`src/rtl/vga_fb_arbiter.sv`:
```
// vga_fb_arbiter: single-port framebuffer arbiter with scan-out fetch slots, 4-entry write FIFO and clear-screen fill
module vga_fb_arbiter #(
    parameter int FB_W   = 160,
    parameter int FB_H   = 120,
    parameter int ADDR_W = 15,
    parameter int DATA_W = 8
) (
    input  logic              clk,
    input  logic              rst,
    input  logic [9:0]        posx,
    input  logic [9:0]        posy,
    input  logic              active,
    input  logic              wr_valid,
    output logic              wr_ready,
    input  logic [7:0]        wr_x,
    input  logic [6:0]        wr_y,
    input  logic [DATA_W-1:0] wr_data,
    input  logic              clr_req,
    input  logic [DATA_W-1:0] clr_color,
    output logic              clr_busy,
    output logic              ovr_err,
    output logic [ADDR_W-1:0] mem_addr,
    output logic              mem_we,
    output logic [DATA_W-1:0] mem_wdata,
    input  logic [DATA_W-1:0] mem_rdata,
    output logic [DATA_W-1:0] rgb
);
    typedef enum logic [1:0] {RUN, DRAIN, CLEAR} state_t;
    localparam logic [ADDR_W-1:0] CLR_LAST = ADDR_W'(FB_W * FB_H - 1);
    state_t state;
    logic [ADDR_W-1:0] q_addr [4];
    logic [DATA_W-1:0] q_data [4];
    logic [3:0] q_ok;
    logic [1:0] wp, rp;
    logic [2:0] cnt, cnt_n;
    logic [ADDR_W-1:0] clr_cnt, addr_q;
    logic [DATA_W-1:0] clr_col, wdata_q, cell_reg;
    logic rst_done, fetch, fetch_d1, act_d1, act_d2, push, pop, clr_wr, clr_last, full, empty, in_rng;

    function automatic logic [ADDR_W-1:0] cell_addr(input logic [7:0] cx, input logic [7:0] cy);
        return ADDR_W'({cy, 7'd0}) + ADDR_W'({cy, 5'd0}) + ADDR_W'(cx);
    endfunction

    assign fetch     = active && posx[1:0] == 2'd0;
    assign full      = cnt == 3'd4;
    assign empty     = cnt == 3'd0;
    assign in_rng    = 32'(wr_x) < FB_W && 32'(wr_y) < FB_H;
    assign wr_ready  = rst_done && !full && state == RUN;
    assign push      = wr_valid && wr_ready;
    assign pop       = !fetch && !empty && state != CLEAR;
    assign clr_wr    = !fetch && state == CLEAR;
    assign clr_last  = clr_cnt == CLR_LAST;
    assign cnt_n     = cnt + 3'(push) - 3'(pop);
    assign mem_we    = (pop && q_ok[rp]) || clr_wr;
    assign mem_addr  = fetch ? cell_addr(posx[9:2], posy[9:2]) : mem_we ? (clr_wr ? clr_cnt : q_addr[rp]) : addr_q;
    assign mem_wdata = mem_we ? (clr_wr ? clr_col : q_data[rp]) : wdata_q;
    assign clr_busy  = state != RUN;
    assign rgb       = act_d2 ? cell_reg : '0;

    // FIFO payload needs no reset; occupancy and pointers carry validity
    always_ff @(posedge clk) begin
        if (push) begin
            q_addr[wp] <= cell_addr(wr_x, {1'b0, wr_y});
            q_data[wp] <= wr_data;
            q_ok[wp]   <= in_rng;
        end
    end

    always_ff @(posedge clk or posedge rst) begin
        if (rst) begin
            state    <= RUN;
            wp       <= '0;
            rp       <= '0;
            cnt      <= '0;
            clr_cnt  <= '0;
            clr_col  <= '0;
            addr_q   <= '0;
            wdata_q  <= '0;
            cell_reg <= '0;
            fetch_d1 <= 1'b0;
            act_d1   <= 1'b0;
            act_d2   <= 1'b0;
            ovr_err  <= 1'b0;
            rst_done <= 1'b0;
        end else begin
            rst_done <= 1'b1;
            addr_q   <= mem_addr;
            wdata_q  <= mem_wdata;
            fetch_d1 <= fetch;
            act_d1   <= active;
            act_d2   <= act_d1;
            cnt      <= cnt_n;
            if (fetch_d1) cell_reg <= mem_rdata;
            if (push) wp <= wp + 2'd1;
            if (pop) rp <= rp + 2'd1;
            if (push && !in_rng) ovr_err <= 1'b1;
            case (state)
                RUN: if (clr_req) begin
                    clr_col <= clr_color;
                    state   <= cnt_n != 3'd0 ? DRAIN : CLEAR;
                end
                DRAIN: if (empty) state <= CLEAR;
                CLEAR: if (clr_wr) begin
                    clr_cnt <= clr_last ? '0 : clr_cnt + ADDR_W'(1);
                    if (clr_last) state <= RUN;
                end
                default: state <= RUN;
            endcase
        end
    end
endmodule

```
`config.mk`:
```
export PLATFORM = sky130hd
export DESIGN_NAME = vga_fb_arbiter
export DESIGN_NICKNAME = d
export VERILOG_FILES = /design/src/rtl/vga_fb_arbiter.sv
export SDC_FILE = /design/constraint.sdc
export NUM_CORES = 1
export LEC_CHECK = 0
export BUFFER_PORTS_ARGS = -buffer_cell sky130_fd_sc_hd__buf_2
export CORE_MARGIN = 2
export CORE_UTILIZATION = 62
export DETAILED_ROUTE_END_ITERATION = 8
export PLACE_DENSITY = 0.85
export SLEW_MARGIN = 20
export SYNTH_ARGS = -nofsm -noshare
export SYNTH_HDL_FRONTEND = slang
export SYNTH_SLANG_ARGS = --single-unit
```
`constraint.sdc`:
```
create_clock -name clk -period 5.7 [get_ports clk]
set_clock_uncertainty 0.15 [all_clocks]
set_input_delay 1.14 -clock clk [delete_from_list [all_inputs] [get_ports clk]]
set_output_delay 1.14 -clock clk [all_outputs]
set_load 0.1 [all_outputs]
```
==> metrics.log, run 1 <==
[metrics] number of clock sinks: 164
[metrics] DRT antenna net count: 0
[metrics] cell-by-cell trace of the critical path: buf_2, inv_1, fa_1, inv_1, fa_1, a21o_1, a21oi_1, o21ai_0, xnor2_1, o22ai_1, buf_2
[metrics] max incr delay on CP: 0.52 ns
[metrics] worst hold path depth: 0
[metrics] clock network latency to the later pin of the worst-skew pair: 0.42 ns
[metrics] global-route wire length before repair: 25.0 mm
[metrics] total routing resource utilization after global routing: 25.3%
[metrics] # resized after CTS: 0
[metrics] cell total after placement: 765
[metrics] number of buffers inserted for hold repair after clock tree synthesis: 0
[metrics] count of state elements after synthesis: 164
[metrics] type of the worst setup path: input pin to output pin
[metrics] reg2reg end: state[1]
[metrics] filler-free cell count of the finished design: 797
[metrics] worst-case hold slack: 0.206 ns
[metrics] CTS tree: built
[metrics] arrival time of data at the critical path endpoint: 3.74 ns
[metrics] Worst Hold Endpoint: act_d2
[metrics] R2R Setup Slk: 2.07 ns
[metrics] Synth Flop Type: edfxtp_1
[metrics] DP HPWL: 10.7 mm
[metrics] async set-or-reset flop fraction in the synthesized netlist: 41.5%
[metrics] critical path endpoint category: output pin
[metrics] number of input and output port buffers inserted: 96
[metrics] Pre-antenna DRT Iters: 5
[metrics] Num CTS Buffers: 17
[metrics] number of vias in the routed layout: 4841
[metrics] register with the most flip-flops: q_addr
[metrics] outcome: complete, no violations
[metrics] number of pins with negative max-slew slack in the final report: 0
[metrics] Total Negative Setup Slacks: 0 ns
[metrics] last weighted congestion value of the routability-driven placer: 0.870
[metrics] number of synthesis warnings: 0
[metrics] maximum net fanout on the critical path: 3
[metrics] path class of the lowest-slack min-delay path: flip-flop to flip-flop
[metrics] leading registers by flop count: q_addr: 60 flops, q_data: 32 flops
[metrics] Clock H-tree levels: 4
[metrics] initial core utilization: 63.3%
[metrics] register area share after synthesis: 60.5%
[metrics] clock tree root buffer cell: clkbuf_16
[metrics] number of inserted diodes: 0
[metrics] vias per inst: 6.07
[metrics] Post CTS Setup Buffer Count: 0
[metrics] Total Nets Final: 741
[metrics] CP required: 4.41 ns
[metrics] die outline width: 115 um
[metrics] number of placement rows: 40
[metrics] detailed-route wire length: 15.4 mm
[metrics] global-route congestion overflow total: 0
[metrics] Final period util: 88.2%
[metrics] Area Overhead vs Synth: 15.7%
[metrics] antenna violations before repair: 0
[metrics] Worst-path clk slew: 0.06 ns
[metrics] netlist area before placement: 0.00757 mm^2
[metrics] worst reg-to-reg path cell count: 13
[metrics] post-synthesis cell type count: 56
[metrics] final critical delay including setup and external delays: 5.03 ns
[metrics] upper clock frequency limit: 199 MHz
[metrics] Synth Area per Inst: 14.3 um^2
[metrics] detailed router's first-iteration violation count: 408
[metrics] Boundary Pins: 99
[metrics] number of synthesized flops with an enable pin: 96
[metrics] Cells after Synth: 531
[metrics] commonest cells after routing, fill and taps aside: 96 x buf_2, 96 x edfxtp_1, 68 x dfrtp_1
[metrics] Post-Synthesis Net Count: 635
[metrics] slew margin rel.: 43.6%
[metrics] setup repair after global routing missed its margin: false
[metrics] CTS Buffer Depth: 2
[metrics] largest net degree at the start of global routing: 69
[metrics] fraction of final layout cells sized beyond drive strength 1: 27.7%
[metrics] number of flip-flops under the largest register name: 60
[metrics] vias in the first global route: 4948
[metrics] average wire length per cell after detail routing: 19.4 um
[metrics] die area: 0.0131 mm^2
[metrics] Worst Max-Slew Pin Slew: 0.846 ns
[metrics] total of max-cap violations: 0
[metrics] cell with the largest stage delay on the worst path: fa_1
[metrics] number of remaining DRC errors: 0
[metrics] crit path launch type: input pin
[metrics] Final Hold Viols: 0
[metrics] DIE HEIGHT: 115 um
[metrics] worst hold start: act_d1
[metrics] area of the core region: 0.0120 mm^2
[metrics] final number of setup-violating endpoints: 0
[metrics] reg-to-reg critical path startpoint: state[0]
per-layer routing:
layer,up-vias,share of wire [%],track usage [%],wire length (um)
met1,2422,42,33.4,6440
met5,-,0,0,0
li1,2215,-,-,-
met3,23,5.7,6.19,879
met2,181,51,41.6,7850
met4,0,1.6,8.54,252
how the worst max path moves through the flow:
stage	start	slack, ns	end
after floorplan	posx[9]	0.02	mem_addr[14]
after detailed placement	posx[9]	0.68	mem_addr[10]
after global placement	posx[9]	0.69	mem_addr[10]
after CTS	posx[9]	0.66	mem_addr[10]
after global routing	posx[9]	0.52	mem_addr[12]
final	posx[9]	0.67	mem_addr[12]
cells by family after synthesis:
group	Yosys count	share of synthesized area [%]
compound gates	98	7.98
xor+xnor	23	2.66
fa+ha+maj	40	7.10
buf+inv	40	2.54
flops	164	60.5
mux	56	11.5
other cells	1	0.0495
simple gates	109	7.68
layout make-up:
type	instances	area [um^2]
Clock buffer	20	437
Clock inverter	12	128
Fill cell	737	3200
Inverter	21	78.8
Multi-Input combinational cell	327	2800
Sequential cell	164	4580
Tap cell	147	184
Timing Repair Buffer	106	556
metrics by stage:
stage               utilization (%)  setup slack (ns)  instance area [um^2]
floorplan                         -            0.0195                  7570
global placement               68.6             0.695                  8200
detailed placement             68.6             0.675                  8200
CTS                            73.3             0.662                  8760
global route                   73.3             0.522                  8760
finish                         73.3             0.674                  8760
critical path, delay by kind of cell:
family	cells	cell delay, ns
AO/OA/AOI/OAI	4	0.80
XOR/XNOR	1	0.16
adder cells (fa/ha/maj)	2	0.98
buffers and inverters	4	0.65
cell usage after synthesis (6+ instances only):
master | instances | share of area [%]
a211oi_1 | 8 | 0.79
a21oi_1 | 22 | 1.5
nor2_1 | 14 | 0.69
o21ai_1 | 8 | 0.53
nor3_1 | 6 | 0.40
clkbuf_1 | 9 | 0.45
xnor2_1 | 17 | 2.0
nand2_1 | 31 | 1.5
a21o_1 | 8 | 0.79
o21ai_0 | 26 | 1.7
mux4_2 | 23 | 6.8
and2_1 | 9 | 0.74
xor2_1 | 6 | 0.69
mux2_2 | 16 | 2.4
and3_1 | 8 | 0.66
ha_1 | 35 | 5.8
inv_1 | 20 | 0.99
or3_1 | 9 | 0.74
nor2b_1 | 8 | 0.66
edfxtp_1 | 96 | 38
dfrtp_1 | 68 | 22
mux2i_1 | 17 | 2.2
Power of run 1 is left out: the tool's default activity adds up to more than one toggle a clock period on the data nets, which glitch-free logic cannot reach.
==> inputs of run 2 (changes only) <==
--- a/config.mk
+++ b/config.mk
@@ -9,7 +9,7 @@
 export CORE_MARGIN = 2
 export CORE_UTILIZATION = 62
 export DETAILED_ROUTE_END_ITERATION = 8
-export PLACE_DENSITY = 0.85
+export PLACE_DENSITY = 0.92
 export SLEW_MARGIN = 20
 export SYNTH_ARGS = -nofsm -noshare
 export SYNTH_HDL_FRONTEND = slang
==> run 2 against run 1 <==
Effect of this change:
- non-clock buffer count grew 1
- clock-buffer cell count down 3
- register-to-register slack got worse by 0.08 ns
- flip-flop and latch count did not move
- cell area rose by 0.46%
- largest cell class unchanged
==> metrics.log, run 2 (synthesis results as in run 1) <==
[metrics] last weighted congestion value of the routability-driven placer: 0.830 (was 0.870)
[metrics] cell-by-cell trace of the critical path: buf_2, inv_1, fa_1, inv_1, fa_1, a21o_1, a21oi_1, o21ai_0, xnor2_1, o22ai_1, buf_2 (unchanged)
[metrics] total routing resource utilization after global routing: 26.3% (was 25.3%)
[metrics] Final Hold Viols: 0 (unchanged)
[metrics] number of vias in the routed layout: 4955 (was 4841)
[metrics] Total Negative Setup Slacks: 0 ns (unchanged)
[metrics] number of input and output port buffers inserted: 96 (unchanged)
[metrics] number of remaining DRC errors: 0 (unchanged)
[metrics] Pre-antenna DRT Iters: 5 (unchanged)
[metrics] upper clock frequency limit: 195 MHz (was 199 MHz)
[metrics] Worst Max-Slew Pin Slew: 0.858 ns (was 0.846 ns)
[metrics] CTS tree: built (unchanged)
[metrics] worst-case hold slack: 0.200 ns (was 0.206 ns)
[metrics] die outline width: 115 um (unchanged)
[metrics] DIE HEIGHT: 115 um (unchanged)
[metrics] CP required: 4.41 ns (about the same)
[metrics] area of the core region: 0.0120 mm^2 (unchanged)
[metrics] path class of the lowest-slack min-delay path: flip-flop to flip-flop (unchanged)
[metrics] detailed router's first-iteration violation count: 433 (was 408)
[metrics] cell class contributing the biggest share of worst-path delay: adder cells (unchanged)
[metrics] outcome: complete, no violations (unchanged)
[metrics] R2R Setup Slk: 1.99 ns (was 2.07 ns)
[metrics] Clock H-tree levels: 4 (unchanged)
[metrics] global-route congestion overflow total: 0 (unchanged)
[metrics] Worst Hold Endpoint: act_d2 (unchanged)
[metrics] initial core utilization: 63.3% (unchanged)
[metrics] vias in the first global route: 5119 (was 4948)
[metrics] number of flip-flops under the largest register name: 60 (unchanged)
[metrics] die area: 0.0131 mm^2 (unchanged)
[metrics] Total Nets Final: 742 (was 741)
[metrics] slew margin rel.: 42.8% (was 43.6%)
[metrics] DRT antenna net count: 0 (unchanged)
[metrics] worst hold start: act_d1 (unchanged)
[metrics] final number of setup-violating endpoints: 0 (unchanged)
[metrics] critical path endpoint category: output pin (unchanged)
[metrics] number of buffers and inverters on the critical path: 4 (unchanged)
[metrics] cell with the largest stage delay on the worst path: fa_1 (unchanged)
[metrics] max incr delay on CP: 0.54 ns (was 0.52 ns)
[metrics] worst hold path depth: 0 (unchanged)
[metrics] total of max-cap violations: 0 (unchanged)
[metrics] largest net degree at the start of global routing: 69 (unchanged)
[metrics] Num CTS Buffers: 17 (unchanged)
[metrics] arrival time of data at the critical path endpoint: 3.83 ns (was 3.74 ns)
[metrics] Boundary Pins: 99 (unchanged)
[metrics] clock tree root buffer cell: clkbuf_16 (unchanged)
[metrics] DP HPWL: 11.1 mm (was 10.7 mm)
[metrics] number of inserted diodes: 0 (unchanged)
[metrics] worst reg-to-reg path cell count: 13 (unchanged)
[metrics] # resized after CTS: 0 (unchanged)
[metrics] final critical delay including setup and external delays: 5.12 ns (was 5.03 ns)
[metrics] Final period util: 89.8% (was 88.2%)
[metrics] antenna violations before repair: 0 (unchanged)
[metrics] fraction of final layout cells sized beyond drive strength 1: 28.6% (was 27.7%)
[metrics] reg-to-reg critical path startpoint: state[0] (unchanged)
[metrics] global-route wire length before repair: 26.0 mm (was 25.0 mm)
[metrics] average wire length per cell after detail routing: 20.7 um (was 19.4 um)
[metrics] Worst-path clk slew: 0.06 ns (about the same)
[metrics] reg2reg end: state[1] (unchanged)
[metrics] maximum net fanout on the critical path: 3 (unchanged)
[metrics] number of pins with negative max-slew slack in the final report: 0 (unchanged)
[metrics] CTS Buffer Depth: 2 (unchanged)
[metrics] fin util: 73.6% (was 73.3%)
[metrics] crit path launch type: input pin (unchanged)
[metrics] register with the most flip-flops: q_addr (unchanged)
[metrics] leading registers by flop count: q_addr: 60 flops, q_data: 32 flops (unchanged)
[metrics] vias per inst: 6.21 (was 6.07)
[metrics] number of buffers inserted for hold repair after clock tree synthesis: 0 (unchanged)
[metrics] type of the worst setup path: input pin to output pin (unchanged)
[metrics] number of clock sinks: 164 (unchanged)
[metrics] Area Overhead vs Synth: 16.2% (was 15.7%)
[metrics] number of placement rows: 40 (unchanged)
[metrics] commonest cells after routing, fill and taps aside: 96 x buf_2, 96 x edfxtp_1, 68 x dfrtp_1 (unchanged)
[metrics] setup repair after global routing missed its margin: false (unchanged)
[metrics] Post CTS Setup Buffer Count: 0 (unchanged)
[metrics] detailed-route wire length: 16.5 mm (was 15.4 mm)
[metrics] clock network latency to the later pin of the worst-skew pair: 0.42 ns (about the same)
-- run 2: through the flow --
step	cells	area [um^2]	setup WS [ns]
floorplan	531	7570	0.0195
global placement	766	8210	0.685
detailed placement	766	8210	0.581
CTS	798	8800	0.568
global route	798	8800	0.494
finish	798	8800	0.580
-- run 2: routing by layer --
layer	wire [um]	GRT usage, %	vias to the layer above
met3	1190	5.66	43
met1	6320	33.0	2448
li1	-	-	2215
met2	8580	45.4	249
met4	415	9.43	0
met5	0	0	-
-- run 2: worst register-to-register path: cells and delay by family (launching register included) --
kind,cells,cell delay (ns)
compound gates,3,0.75
xor+xnor,2,0.43
fa+ha+maj,3,0.88
buf+inv,2,0.16
flops,1,0.45
simple gates,3,0.77
-- run 2: area by class of cell --
class / instances / area (um^2)
flip-flops and latches: 164 / 4580
multi-input cells: 327 / 2800
repair buffers: 107 / 563
well taps: 147 / 184
clock inverters: 15 / 171
fillers: 698 / 3160
clock buffers: 17 / 425
inverters: 21 / 78.8
-- run 2: worst max path at each step --
stage | startpoint | slack, ns | endpoint | cells after the start
3_3_place_gp | posx[9] | 0.69 | mem_addr[12] | 11
3_5_place_dp | posx[9] | 0.58 | mem_addr[12] | 11
6_report | posx[9] | 0.58 | mem_addr[12] | 11
5_1_grt | posx[9] | 0.49 | mem_addr[12] | 11
4_1_cts | posx[9] | 0.57 | mem_addr[12] | 11
2_1_floorplan | posx[9] | 0.02 | mem_addr[14] | 9
Power of run 2 is left out for the same reason.
==> inputs of run 3 (changes only) <==
--- a/config.mk
+++ b/config.mk
@@ -5,11 +5,12 @@
 export SDC_FILE = /design/constraint.sdc
 export NUM_CORES = 1
 export LEC_CHECK = 0
+export ABC_AREA = 1
 export BUFFER_PORTS_ARGS = -buffer_cell sky130_fd_sc_hd__buf_2
 export CORE_MARGIN = 2
-export CORE_UTILIZATION = 62
+export CORE_UTILIZATION = 63
 export DETAILED_ROUTE_END_ITERATION = 8
-export PLACE_DENSITY = 0.92
+export PLACE_DENSITY = 0.85
 export SLEW_MARGIN = 20
 export SYNTH_ARGS = -nofsm -noshare
 export SYNTH_HDL_FRONTEND = slang
==> run 3 against run 2 <==
Effect of this change:
- flip-flop and latch count unchanged
- critical path depth increased by 1
- clock-buffer cell count increased by 1
- sequential share of layout area decreased by 3.1 points
- wire length increased by 5.4%
- via count increased by 27%
- first-iteration DRC count increased by 64%
- non-clock buffer count decreased by 2
- core utilization about the same
- setup slack improved by 0.40 ns
- maximum frequency increased by 8.6%
- global-route usage decreased by 0.42 points
- critical path type unchanged
==> metrics.log, run 3 <==
[metrics] async set-or-reset flop fraction in the synthesized netlist: 41.5% (unchanged)
[metrics] Total Negative Setup Slacks: 0 ns (unchanged)
[metrics] cell accounting for the most synthesized area: edfxtp_1 (unchanged)
[metrics] antenna violations before repair: 0 (unchanged)
[metrics] detailed-route wire length: 17.4 mm (was 16.5 mm)
[metrics] worst-case hold slack: 0.202 ns (was 0.200 ns)
[metrics] Clock H-tree levels: 4 (unchanged)
[metrics] number of remaining DRC errors: 0 (unchanged)
[metrics] most common library cells after synthesis: 248 x nand2_1, 96 x edfxtp_1, 93 x inv_1 (was 96 x edfxtp_1, 68 x dfrtp_1, 35 x ha_1)
[metrics] Final Hold Viols: 0 (unchanged)
[metrics] average wire length per cell after detail routing: 15.1 um (was 20.7 um)
[metrics] slew margin rel.: 40.5% (was 42.8%)
[metrics] most common cell in the netlist: nand2_1 (was edfxtp_1)
[metrics] number of placement rows: 41 (was 40)
[metrics] Final period util: 82.7% (was 89.8%)
[metrics] vias in the first global route: 6011 (was 5119)
[metrics] CTS tree: built (unchanged)
[metrics] last weighted congestion value of the routability-driven placer: 0.918 (was 0.830)
[metrics] pre-CTS worst setup slack: 1.03 ns (was 0.581 ns)
[metrics] die area: 0.0141 mm^2 (was 0.0131 mm^2)
[metrics] Pre-antenna DRT Iters: 5 (unchanged)
[metrics] most numerous cell on the critical path: nand2_1
[metrics] DRT antenna net count: 0 (unchanged)
[metrics] simple-gate area share of the yosys netlist: 23.3% (was 7.68%)
[metrics] number of vias in the routed layout: 6290 (was 4955)
[metrics] fraction of final layout cells sized beyond drive strength 1: 17.2% (was 28.6%)
[metrics] arrival time of data at the critical path endpoint: 3.43 ns (was 3.83 ns)
[metrics] CP required: 4.41 ns (about the same)
[metrics] count of state elements after synthesis: 164 (unchanged)
[metrics] number of flip-flops under the largest register name: 60 (unchanged)
[metrics] combinational family with the most area after synthesis: simple AND/OR/NAND/NOR gates (was multiplexers)
[metrics] total of max-cap violations: 0 (unchanged)
[metrics] type of the worst setup path: input pin to output pin (unchanged)
[metrics] leading post-synthesis cells by cell area: edfxtp_1 35%, dfrtp_1 21%, nand2_1 11% (was edfxtp_1 38%, dfrtp_1 22%, mux4_2 6.8%)
[metrics] Post-Synthesis Net Count: 980 (was 635)
[metrics] clock network latency to the later pin of the worst-skew pair: 0.43 ns (was 0.42 ns)
[metrics] Total Nets Final: 1073 (was 742)
[metrics] largest net degree at the start of global routing: 69 (unchanged)
[metrics] post-synthesis cell type count: 40 (was 56)
[metrics] share of the synthesized area in the top cell type: 34.9% (was 38.1%)
[metrics] fraction of synthesized cell area in xor and xnor cells: 1.59% (was 2.66%)
[metrics] die outline width: 119 um (was 115 um)
[metrics] number of synthesis warnings: 0 (unchanged)
[metrics] critical path endpoint category: output pin (unchanged)
[metrics] global-route congestion overflow total: 0 (unchanged)
[metrics] DIE HEIGHT: 119 um (was 115 um)
[metrics] most common cell after layout, fill and taps aside: nand2_1
[metrics] total routing resource utilization after global routing: 25.9% (was 26.3%)
[metrics] cell with the largest stage delay on the worst path: nand2_2 (was fa_1)
[metrics] leading registers by flop count: q_addr: 60 flops, q_data: 32 flops (unchanged)
[metrics] register with the most flip-flops: q_addr (unchanged)
[metrics] number of synthesized flops with an enable pin: 96 (unchanged)
[metrics] final number of setup-violating endpoints: 0 (unchanged)
[metrics] detailed router's first-iteration violation count: 712 (was 433)
[metrics] Post CTS Setup Buffer Count: 0 (unchanged)
[metrics] Compound-Gate Fraction of Synth Area: 4.68% (was 7.98%)
[metrics] number of buffers and inverters on the critical path: 3 (was 4)
[metrics] multiplexer area fraction after synthesis: 1.23% (was 11.5%)
[metrics] netlist area before placement: 0.00827 mm^2 (was 0.00757 mm^2)
[metrics] register area share after synthesis: 55.4% (was 60.5%)
[metrics] number of buffers inserted for hold repair after clock tree synthesis: 0 (unchanged)
[metrics] CTS Buffer Depth: 2 (unchanged)
[metrics] crit path launch type: input pin (unchanged)
[metrics] cell-by-cell trace of the critical path: buf_2, nor2_1, nand2_2, nand2_2, buf_4, nand2_1, nand2_1, nand2_1, nand2_1, nand2_1, nand2_1, buf_2 (was buf_2, inv_1, fa_1, inv_1, fa_1, a21o_1, a21oi_1, o21ai_0, xnor2_1, o22ai_1, buf_2)
[metrics] Worst Max-Slew Pin Slew: 0.892 ns (was 0.858 ns)
[metrics] commonest cells after routing, fill and taps aside: 248 x nand2_1, 96 x buf_2, 96 x edfxtp_1 (was 96 x buf_2, 96 x edfxtp_1, 68 x dfrtp_1)
[metrics] final critical delay including setup and external delays: 4.72 ns (was 5.12 ns)
[metrics] Synth Flop Type: edfxtp_1 (unchanged)
[metrics] number of input and output port buffers inserted: 96 (unchanged)
[metrics] Synth Area per Inst: 9.44 um^2 (was 14.3 um^2)
[metrics] outcome: complete, no violations (unchanged)
[metrics] Num CTS Buffers: 17 (unchanged)
[metrics] max incr delay on CP: 0.51 ns (was 0.54 ns)
[metrics] number of clock sinks: 164 (unchanged)
[metrics] Boundary Pins: 99 (unchanged)
[metrics] Area Overhead vs Synth: 13.3% (was 16.2%)
[metrics] path class of the lowest-slack min-delay path: flip-flop to flip-flop (unchanged)
[metrics] area of the core region: 0.0127 mm^2 (was 0.0120 mm^2)
[metrics] cell class contributing the biggest share of worst-path delay: simple AND/OR/NAND/NOR gates (was adder cells)
[metrics] Worst-path clk slew: 0.07 ns (was 0.06 ns)
[metrics] maximum net fanout on the critical path: 26 (was 3)
[metrics] global-route wire length before repair: 28.6 mm (was 26.0 mm)
[metrics] setup repair after global routing missed its margin: false (unchanged)
[metrics] Adder-Cell Fraction of Synth Area: 6.51% (was 7.10%)
[metrics] number of inserted diodes: 0 (unchanged)
[metrics] # resized after CTS: 0 (unchanged)
[metrics] DP HPWL: 11.4 mm (was 11.1 mm)
[metrics] slack of the critical path: 0.984 ns (was 0.580 ns)
[metrics] initial core utilization: 65.0% (was 63.3%)
[metrics] vias per inst: 5.45 (was 6.21)
[metrics] number of pins with negative max-slew slack in the final report: 0 (unchanged)
[metrics] upper clock frequency limit: 212 MHz (was 195 MHz)
[metrics] Cells after Synth: 876 (was 531)
[metrics] clock tree root buffer cell: clkbuf_16 (unchanged)
==> run 3: stage by stage <==
stage	area, um^2	cells	utilization [%]
after floorplan	8270	876	-
after global placement	8820	1122	69.3
after detailed placement	8820	1122	69.3
after CTS	9370	1154	73.7
after global routing	9370	1154	73.7
final	9370	1154	73.7
==> run 3: routing by layer <==
layer	vias to the layer above	track usage, %	wire length [um]
li1	3059	-	-
met5	-	0	0
met1	2941	33.5	7280
met3	31	5.69	1200
met4	0	10.0	353
met2	259	42.7	8560
==> run 3: worst paths after layout <==
path                          start          end  slack, ns  depth (start not counted)
setup / recovery            posx[1]  mem_addr[8]       0.98                         12
hold / removal               act_d1       act_d2       0.20                          0
setup reg to reg           state[0]     state[1]       2.86                         15
hold reg to reg              act_d1       act_d2       0.20                          0
max in group asynchronous       rst    addr_q[0]       3.99                          3
min in group asynchronous       rst   wdata_q[5]       0.83                          3
==> run 3: final cells by class <==
class,instances,area [um^2]
fillers,910,3350
clock inverters,14,123
inverters,99,374
flip-flops and latches,164,4580
well taps,172,215
clock buffers,18,429
multi-input cells,582,3100
repair buffers,105,548
==> run 3: cell families after synthesis <==
group                      count (synthesis)
AOI/OAI and AO/OA                         71
xor gates and xnor gates                  15
adders and majority gates                 40
buffers and inverters                    130
DFF                                      164
muxes                                      9
other                                      1
and+or+nand+nor                          446
==> run 3: worst reg2reg max path, delay by kind of cell (launching register included) <==
kind | cells | cell delay, ns
compound gates | 2 | 0.29
simple gates | 7 | 0.68
buf+inv | 3 | 0.22
flops | 1 | 0.43
fa+ha+maj | 3 | 0.99
Power of run 3 is left out for the same reason.
